[config.mk]
export PLATFORM = sky130hd
export DESIGN_NAME = pulse_to_level
export DESIGN_NICKNAME = d
export VERILOG_FILES = /design/src/rtl/pulse_to_level.sv
export SDC_FILE = /design/constraint.sdc
export NUM_CORES = 1
export LEC_CHECK = 0
export ABC_AREA = 1
export ABC_CLOCK_PERIOD_IN_PS = 1300
export BUFFER_PORTS_ARGS = -buffer_cell sky130_fd_sc_hd__buf_2
export CAP_MARGIN = 30
export CELL_PAD_IN_SITES_DETAIL_PLACEMENT = 1
export CELL_PAD_IN_SITES_GLOBAL_PLACEMENT = 1
export CORE_MARGIN = 2
export CORE_UTILIZATION = 35
export CTS_CLUSTER_DIAMETER = 80
export CTS_CLUSTER_SIZE = 24
export DETAILED_ROUTE_END_ITERATION = 8
export GPL_ROUTABILITY_DRIVEN = 0
export PLACE_DENSITY_LB_ADDON = 0.1
export REMOVE_ABC_BUFFERS = 1
export SLEW_MARGIN = 10
export SYNTH_ARGS = -nofsm -noshare
export SYNTH_HDL_FRONTEND = slang
export SYNTH_SLANG_ARGS = --single-unit
[constraint.sdc]
create_clock -name clk -period 1.3 [get_ports clk]
set_input_delay 0.195 -clock clk [delete_from_list [all_inputs] [get_ports clk]]
set_output_delay 0.195 -clock clk [all_outputs]
set_load 0.02 [all_outputs]
[src/rtl/pulse_to_level.sv]
// -----------------------------------------------------------------------------
// pulse_to_level
//
// Stretches a request pulse into a level that stays high for HOLD_CYCLES
// cycles. After each hold the level is forced low for GAP_CYCLES cycles
// before a new request can be accepted.
//   - RETRIGGER=1: a pulse seen while holding restarts the hold.
//   - RETRIGGER=0: a pulse seen while holding is dropped.
//   - A pulse seen during the gap is always dropped.
// Dropped pulses raise `missed` for one cycle and bump the saturating
// `miss_count`.
//
// Handshake: none. `pulse` is a plain synchronous request, sampled on every
// rising edge of clk. There is no back-pressure, and requests the block
// cannot take are reported through missed/miss_count.
//
// Parameters
//   HOLD_CYCLES : cycles level stays high per accepted pulse (1..2^CNT_W)
//   GAP_CYCLES  : forced-low cycles after a hold (0..2^CNT_W)
//   RETRIGGER   : 1 = restart hold on pulse, 0 = drop pulse during hold
//   CNT_W       : width of the shared hold/gap down-counter
//
// Ports
//   clk        : clock, rising edge
//   rst        : asynchronous active-high reset
//   pulse      : request input
//   level      : registered stretched level (high iff state is HOLD)
//   busy       : registered, high iff state is not IDLE
//   missed     : registered one-cycle flag for a dropped pulse
//   miss_count : registered saturating count of dropped pulses
//   dbg_state  : current FSM state encoding (00 IDLE, 01 HOLD, 10 GAP)
// -----------------------------------------------------------------------------
module pulse_to_level #(
  parameter int unsigned HOLD_CYCLES = 4,
  parameter int unsigned GAP_CYCLES  = 2,
  parameter bit          RETRIGGER   = 1'b1,
  parameter int unsigned CNT_W       = 8
) (
  input  logic       clk,
  input  logic       rst,
  input  logic       pulse,
  output logic       level,
  output logic       busy,
  output logic       missed,
  output logic [7:0] miss_count,
  output logic [1:0] dbg_state
);

  typedef enum logic [1:0] {
    ST_IDLE = 2'b00,
    ST_HOLD = 2'b01,
    ST_GAP  = 2'b10
  } state_t;

  // The counter always holds "cycles remaining minus one", so exit happens
  // when it reads zero and it never has to go negative.
  localparam logic [CNT_W-1:0] HOLD_LOAD = CNT_W'(HOLD_CYCLES - 1);
  localparam logic [CNT_W-1:0] GAP_LOAD  =
    CNT_W'((GAP_CYCLES != 0) ? (GAP_CYCLES - 1) : 0);
  localparam bit               HAS_GAP   = (GAP_CYCLES != 0);

  // Registered state
  state_t           r_state;
  logic [CNT_W-1:0] r_cnt;
  logic             r_level;
  logic             r_busy;
  logic             r_missed;
  logic [7:0]       r_miss_count;

  // Next-state and next-output values
  state_t           w_state_nxt;
  logic [CNT_W-1:0] w_cnt_nxt;
  logic             w_drop;
  logic             w_level_nxt;
  logic             w_busy_nxt;
  logic             w_missed_nxt;
  logic [7:0]       w_miss_count_nxt;

  // ---------------------------------------------------------------------------
  // State register. The output flops live here too, so every output is
  // driven straight from a flop.
  // ---------------------------------------------------------------------------
  always_ff @(posedge clk or posedge rst) begin
    if (rst) begin
      r_state      <= ST_IDLE;
      r_cnt        <= '0;
      r_level      <= 1'b0;
      r_busy       <= 1'b0;
      r_missed     <= 1'b0;
      r_miss_count <= 8'd0;
    end else begin
      r_state      <= w_state_nxt;
      r_cnt        <= w_cnt_nxt;
      r_level      <= w_level_nxt;
      r_busy       <= w_busy_nxt;
      r_missed     <= w_missed_nxt;
      r_miss_count <= w_miss_count_nxt;
    end
  end

  // ---------------------------------------------------------------------------
  // Next-state logic
  // ---------------------------------------------------------------------------
  always_comb begin
    w_state_nxt = r_state;
    w_cnt_nxt   = r_cnt;
    w_drop      = 1'b0;

    case (r_state)
      ST_IDLE: begin
        if (pulse) begin
          w_state_nxt = ST_HOLD;
          w_cnt_nxt   = HOLD_LOAD;
        end
      end

      ST_HOLD: begin
        if (pulse && RETRIGGER) begin
          // A retrigger wins even on the last hold cycle.
          w_state_nxt = ST_HOLD;
          w_cnt_nxt   = HOLD_LOAD;
        end else begin
          w_drop = pulse;
          if (r_cnt == '0) begin
            if (HAS_GAP) begin
              w_state_nxt = ST_GAP;
              w_cnt_nxt   = GAP_LOAD;
            end else begin
              w_state_nxt = ST_IDLE;
              w_cnt_nxt   = '0;
            end
          end else begin
            w_cnt_nxt = r_cnt - CNT_W'(1);
          end
        end
      end

      ST_GAP: begin
        // Every request during the gap is refused, including on its last cycle.
        w_drop = pulse;
        if (r_cnt == '0) begin
          w_state_nxt = ST_IDLE;
          w_cnt_nxt   = '0;
        end else begin
          w_cnt_nxt = r_cnt - CNT_W'(1);
        end
      end

      default: begin
        // An illegal encoding returns to IDLE on the next edge.
        w_state_nxt = ST_IDLE;
        w_cnt_nxt   = '0;
      end
    endcase
  end

  // ---------------------------------------------------------------------------
  // Output logic. The values are derived from the next state, so the
  // registered outputs line up with the state they describe.
  // ---------------------------------------------------------------------------
  always_comb begin
    w_level_nxt      = (w_state_nxt == ST_HOLD);
    w_busy_nxt       = (w_state_nxt != ST_IDLE);
    w_missed_nxt     = w_drop;
    w_miss_count_nxt = r_miss_count;
    if (w_drop && (r_miss_count != 8'hFF)) begin
      w_miss_count_nxt = r_miss_count + 8'd1;
    end
  end

  assign level      = r_level;
  assign busy       = r_busy;
  assign missed     = r_missed;
  assign miss_count = r_miss_count;
  assign dbg_state  = r_state;

endmodule

==> results.md <==
### Status
* run status: completed

### STA
* endpoints failing hold: 0
* post-route minimum period: 1.30 ns
* Slew @ Worst Pin: 0.312 ns
* fin. max-slew vios: 0
* Fin Hold WS: 0.222 ns
* final clock skew: 0.00445 ns
* fin crit share: 99.9%
* Max transition margin: 79.1%
* max frequency: 770 MHz
* Final Setup Violations: 0
* RSZ-0062 raised after global routing: true

### Pwr
* overall power: 2.75 mW
* Static Leakage: 0.796 nW
* register share of total power: 34.4%
* proportion of power drawn by combinational gates: 53.9%
* clock power share: 11.7%
* pwr dens: 1710 nW/um^2
* Psw: 1.22 mW
* worst-case vdd ir drop: 0.724 mV
* Power Internal: 1.53 mW
* Net Sw Frac: 44.5%

### Synthesis
* area fraction in compound gates after synthesis: 5.68%
* Commonest cells post-synth: nand2_1 (44), inv_1 (23), dfrtp_1 (21), nor2_1 (21), nand3_1 (10)
* area share of the largest cell type after synthesis: 45.0%
* top_reg_cell synth: dfrtp_1
* Unique masters post-synth: 20
* synthesized netlist cell count: 154
* combinational family with the most area after synthesis: simple AND/OR/NAND/NOR gates
* multiplexer share of the synthesized area: 0%
* average size of a mapped cell: 7.58 um^2
* adder-cell area share of the yosys netlist: 3.22%
* biggest area consumer among synthesized cells: dfrtp_1
* post-synth design cell area: 1170 um^2
* sequential fraction of the synthesis area: 45.0%
* dominant cell by count in the synthesized netlist: nand2_1
* number of synthesized flops with an enable pin: 0
* fraction of registers with async set/reset: 100%
* area share of and/or/nand/nor cells after synthesis: 29.7%
* xor and xnor area share after synthesis: 7.40%
* flip-flop and latch count after synthesis: 21
* leading post-synthesis cells by cell area: dfrtp_1 (45%), nand2_1 (14%), inv_1 (7.4%), nor2_1 (6.8%), xnor2_1 (4.5%)
* Yosys Warn Count: 0

### Setup path
* critical path endpoint category: flop
* critical path type: flop to flop
* data arrival at the endpoint of the critical path: 1.54 ns
* endpoint required time on the critical path: 1.55 ns
* reg-to-reg startpoint: miss_count[1]$_DFFE_PP0P_
* timing startpoint of the critical path: miss_count[1]$_DFFE_PP0P_
* slack of the worst reg-to-reg path: 0.002 ns
* cells on worst reg2reg path: 7
* largest driver fanout on the critical path: 5
* kind of start point of the critical path: flop
* Worst setup endpoint: miss_count[0]$_DFFE_PP0P_
* critical register-to-register path endpoint: miss_count[0]$_DFFE_PP0P_

### Clocking
* clk root buf: clkbuf_4
* post-CTS clock slew at the launch and capture registers of the worst setup and hold paths: 0.12 ns
* TritonCTS sink count: 21
* total clock buffers created by CTS: 3
* count of H-tree levels built during CTS: 1
* TritonCTS clock tree: yes
* Clock Path Buffers: 2
* Clk Latency, worst-skew pair: 0.31 ns

### Die
* effective utilization at floorplan: 37.6%
* Die ar.: 3810 um^2
* Core Area: 3100 um^2
* Die Height: 61.8 um
* Boundary Pins: 16
* row cnt: 20
* die boundary width: 61.8 um

### Routing
* vias per cell: 4.60
* number of detailed-route iterations in the first pass: 4
* Remaining DRCs: 0
* final wirelength: 3060 um
* drt first-iter violations: 19
* detailed-route via count: 1082
* residual antenna-violating net count after detailed routing: 0
* post-DR wirelength/cell: 13.0 um

### Global routing
* largest net degree at the start of global routing: 22
* antenna violations before repair: 0
* wire length of the first global-routing pass: 4960 um
* GR Overflow Total: 0
* vias in the first global route: 1088
* all-layer global routing usage: 18.0%

### Placement
* total half-perimeter wirelength after legalization and detailed placement: 2190 um
* Placed Area: 1400 um^2
* number of port buffers: 15
* # placed instances: 226

### Finish
* final instance count without filler cells: 235
* number of fill cells: 408
* ratio of cells with drive above 1 in the final layout: 39.8%
* area growth from synthesis to layout: 38.2%
* Antenna diodes: 0
* number of nets in the layout: 198
* finished layout cell area: 1610 um^2

### Min path
* Tightest Hold Check Type: input port to flop

### Job
* Max Cap Viol: 0

per-stage QoR:
step                setup TNS, ns  worst slack, ns  utilization [%]
finish                          0          0.00159             52.0
global placement          -0.0405          -0.0405             45.2
detailed placement         -0.171          -0.0454             45.2
CTS                       -0.0750          -0.0255             47.4
floorplan                   -1.03           -0.182                -
global route                -1.00           -0.122             52.0
sequential cells by signal, indices dropped and copies added, names as in the netlist:
register    flops
level           1
dbg_state       2
busy            1
miss_count      8
r_cnt           8
missed          1
final cells by class:
cell class	instances	area, um^2	area share, %
Tap cell	44	55.1	3.41
Multi-Input combinational cell	107	659	40.9
Clock buffer	3	22.5	1.40
Sequential cell	21	528	32.7
Timing Repair Buffer	34	244	15.1
Inverter	25	98.8	6.13
Clock inverter	1	5.00	0.310
how the worst min path moves through the flow:
stage / endpoint / slack, ns / start / depth (start not counted)
global placement: miss_count[6]$_DFFE_PP0P_ / 0.24 / rst / 3
global route: dbg_state[1]$_DFF_PP0_ / 0.23 / pulse / 4
floorplan: busy$_DFF_PP0_ / 0.17 / rst / 1
finish: dbg_state[1]$_DFF_PP0_ / 0.22 / pulse / 4
CTS: dbg_state[1]$_DFF_PP0_ / 0.20 / pulse / 4
detailed placement: miss_count[6]$_DFFE_PP0P_ / 0.24 / rst / 3
per-layer routing:
metal / up-vias / track usage (%) / part of all wire [%]
met5: - / 0 / 0
met4: 0 / 5.78 / 1.1
met3: 4 / 2.48 / 2.0
met2: 11 / 29.8 / 52
met1: 525 / 24.6 / 45
li1: 542 / - / -
cells in the final DEF (no fill, tap or decap):
| cell type | netlist | routed |
|---|---|---|
| o21ai_2 | 0 | 2 |
| nor2_2 | 2 | 4 |
| buf_2 | 0 | 15 |
| clkbuf_4 | 0 | 3 |
| a21oi_2 | 0 | 1 |
| xnor2_1 | 6 | 6 |
| dfrtp_2 | 0 | 2 |
| inv_2 | 2 | 6 |
| xor2_1 | 2 | 2 |
| nand3_2 | 1 | 1 |
| xor2_2 | 1 | 1 |
| inv_4 | 0 | 2 |
| buf_6 | 1 | 3 |
| buf_12 | 0 | 1 |
| o21ai_0 | 5 | 4 |
| nor2_4 | 1 | 6 |
| nand4_1 | 1 | 1 |
| inv_1 | 23 | 17 |
| ha_2 | 0 | 2 |
| nand3_1 | 10 | 10 |
| o21ai_1 | 3 | 2 |
| o22ai_1 | 1 | 1 |
| nand2_2 | 2 | 6 |
| ha_4 | 0 | 1 |
| nand2_1 | 44 | 36 |
| dfrtp_1 | 21 | 19 |
| a21oi_1 | 4 | 2 |
| nand2_4 | 0 | 4 |
| nor2_1 | 21 | 14 |
| a21oi_4 | 0 | 1 |
| buf_4 | 0 | 14 |
| dlygate4sd3_1 | 0 | 1 |
| clkinv_2 | 0 | 1 |
critical path: stages (launching register included):
cell	delay, ns
dfrtp_1	0.38
ha_2	0.19
nand3_2	0.08
nor2_1	0.10
nand3_1	0.11
nand2_4	0.13
buf_12	0.12
xor2_2	0.12
logic make-up after synthesis:
kind of cell / count (synthesis)
flip-flops: 21
AO/OA/AOI/OAI: 13
XOR/XNOR: 9
adder cells (fa/ha/maj): 3
buffers and inverters: 26
AND/OR/NAND/NOR: 82
power groups by stage:
stage | sequential (mW) | combinational, mW | clock (mW)
2_1_floorplan | 1.03 | 0.617 | 0
3_3_place_gp | 0.927 | 1.09 | 0
3_5_place_dp | 0.934 | 1.15 | 0
4_1_cts | 0.936 | 1.19 | 0.353
5_1_grt | 0.968 | 1.66 | 0.365
6_report | 0.946 | 1.48 | 0.323
timing repair:
| action | in CTS | in global routing |
|---|---|---|
| hold buffers | 1 | 0 |
| pin swaps | 5 | 9 |
| gates resized for setup | 10 | 37 |
| gates cloned | 0 | 0 |
| endpoints found under the hold margin | 21 | 0 |
| endpoints found under the setup margin | 15 | 19 |
| setup buffers | 0 | 4 |
Note: power is estimated with default switching activity, not from simulation.
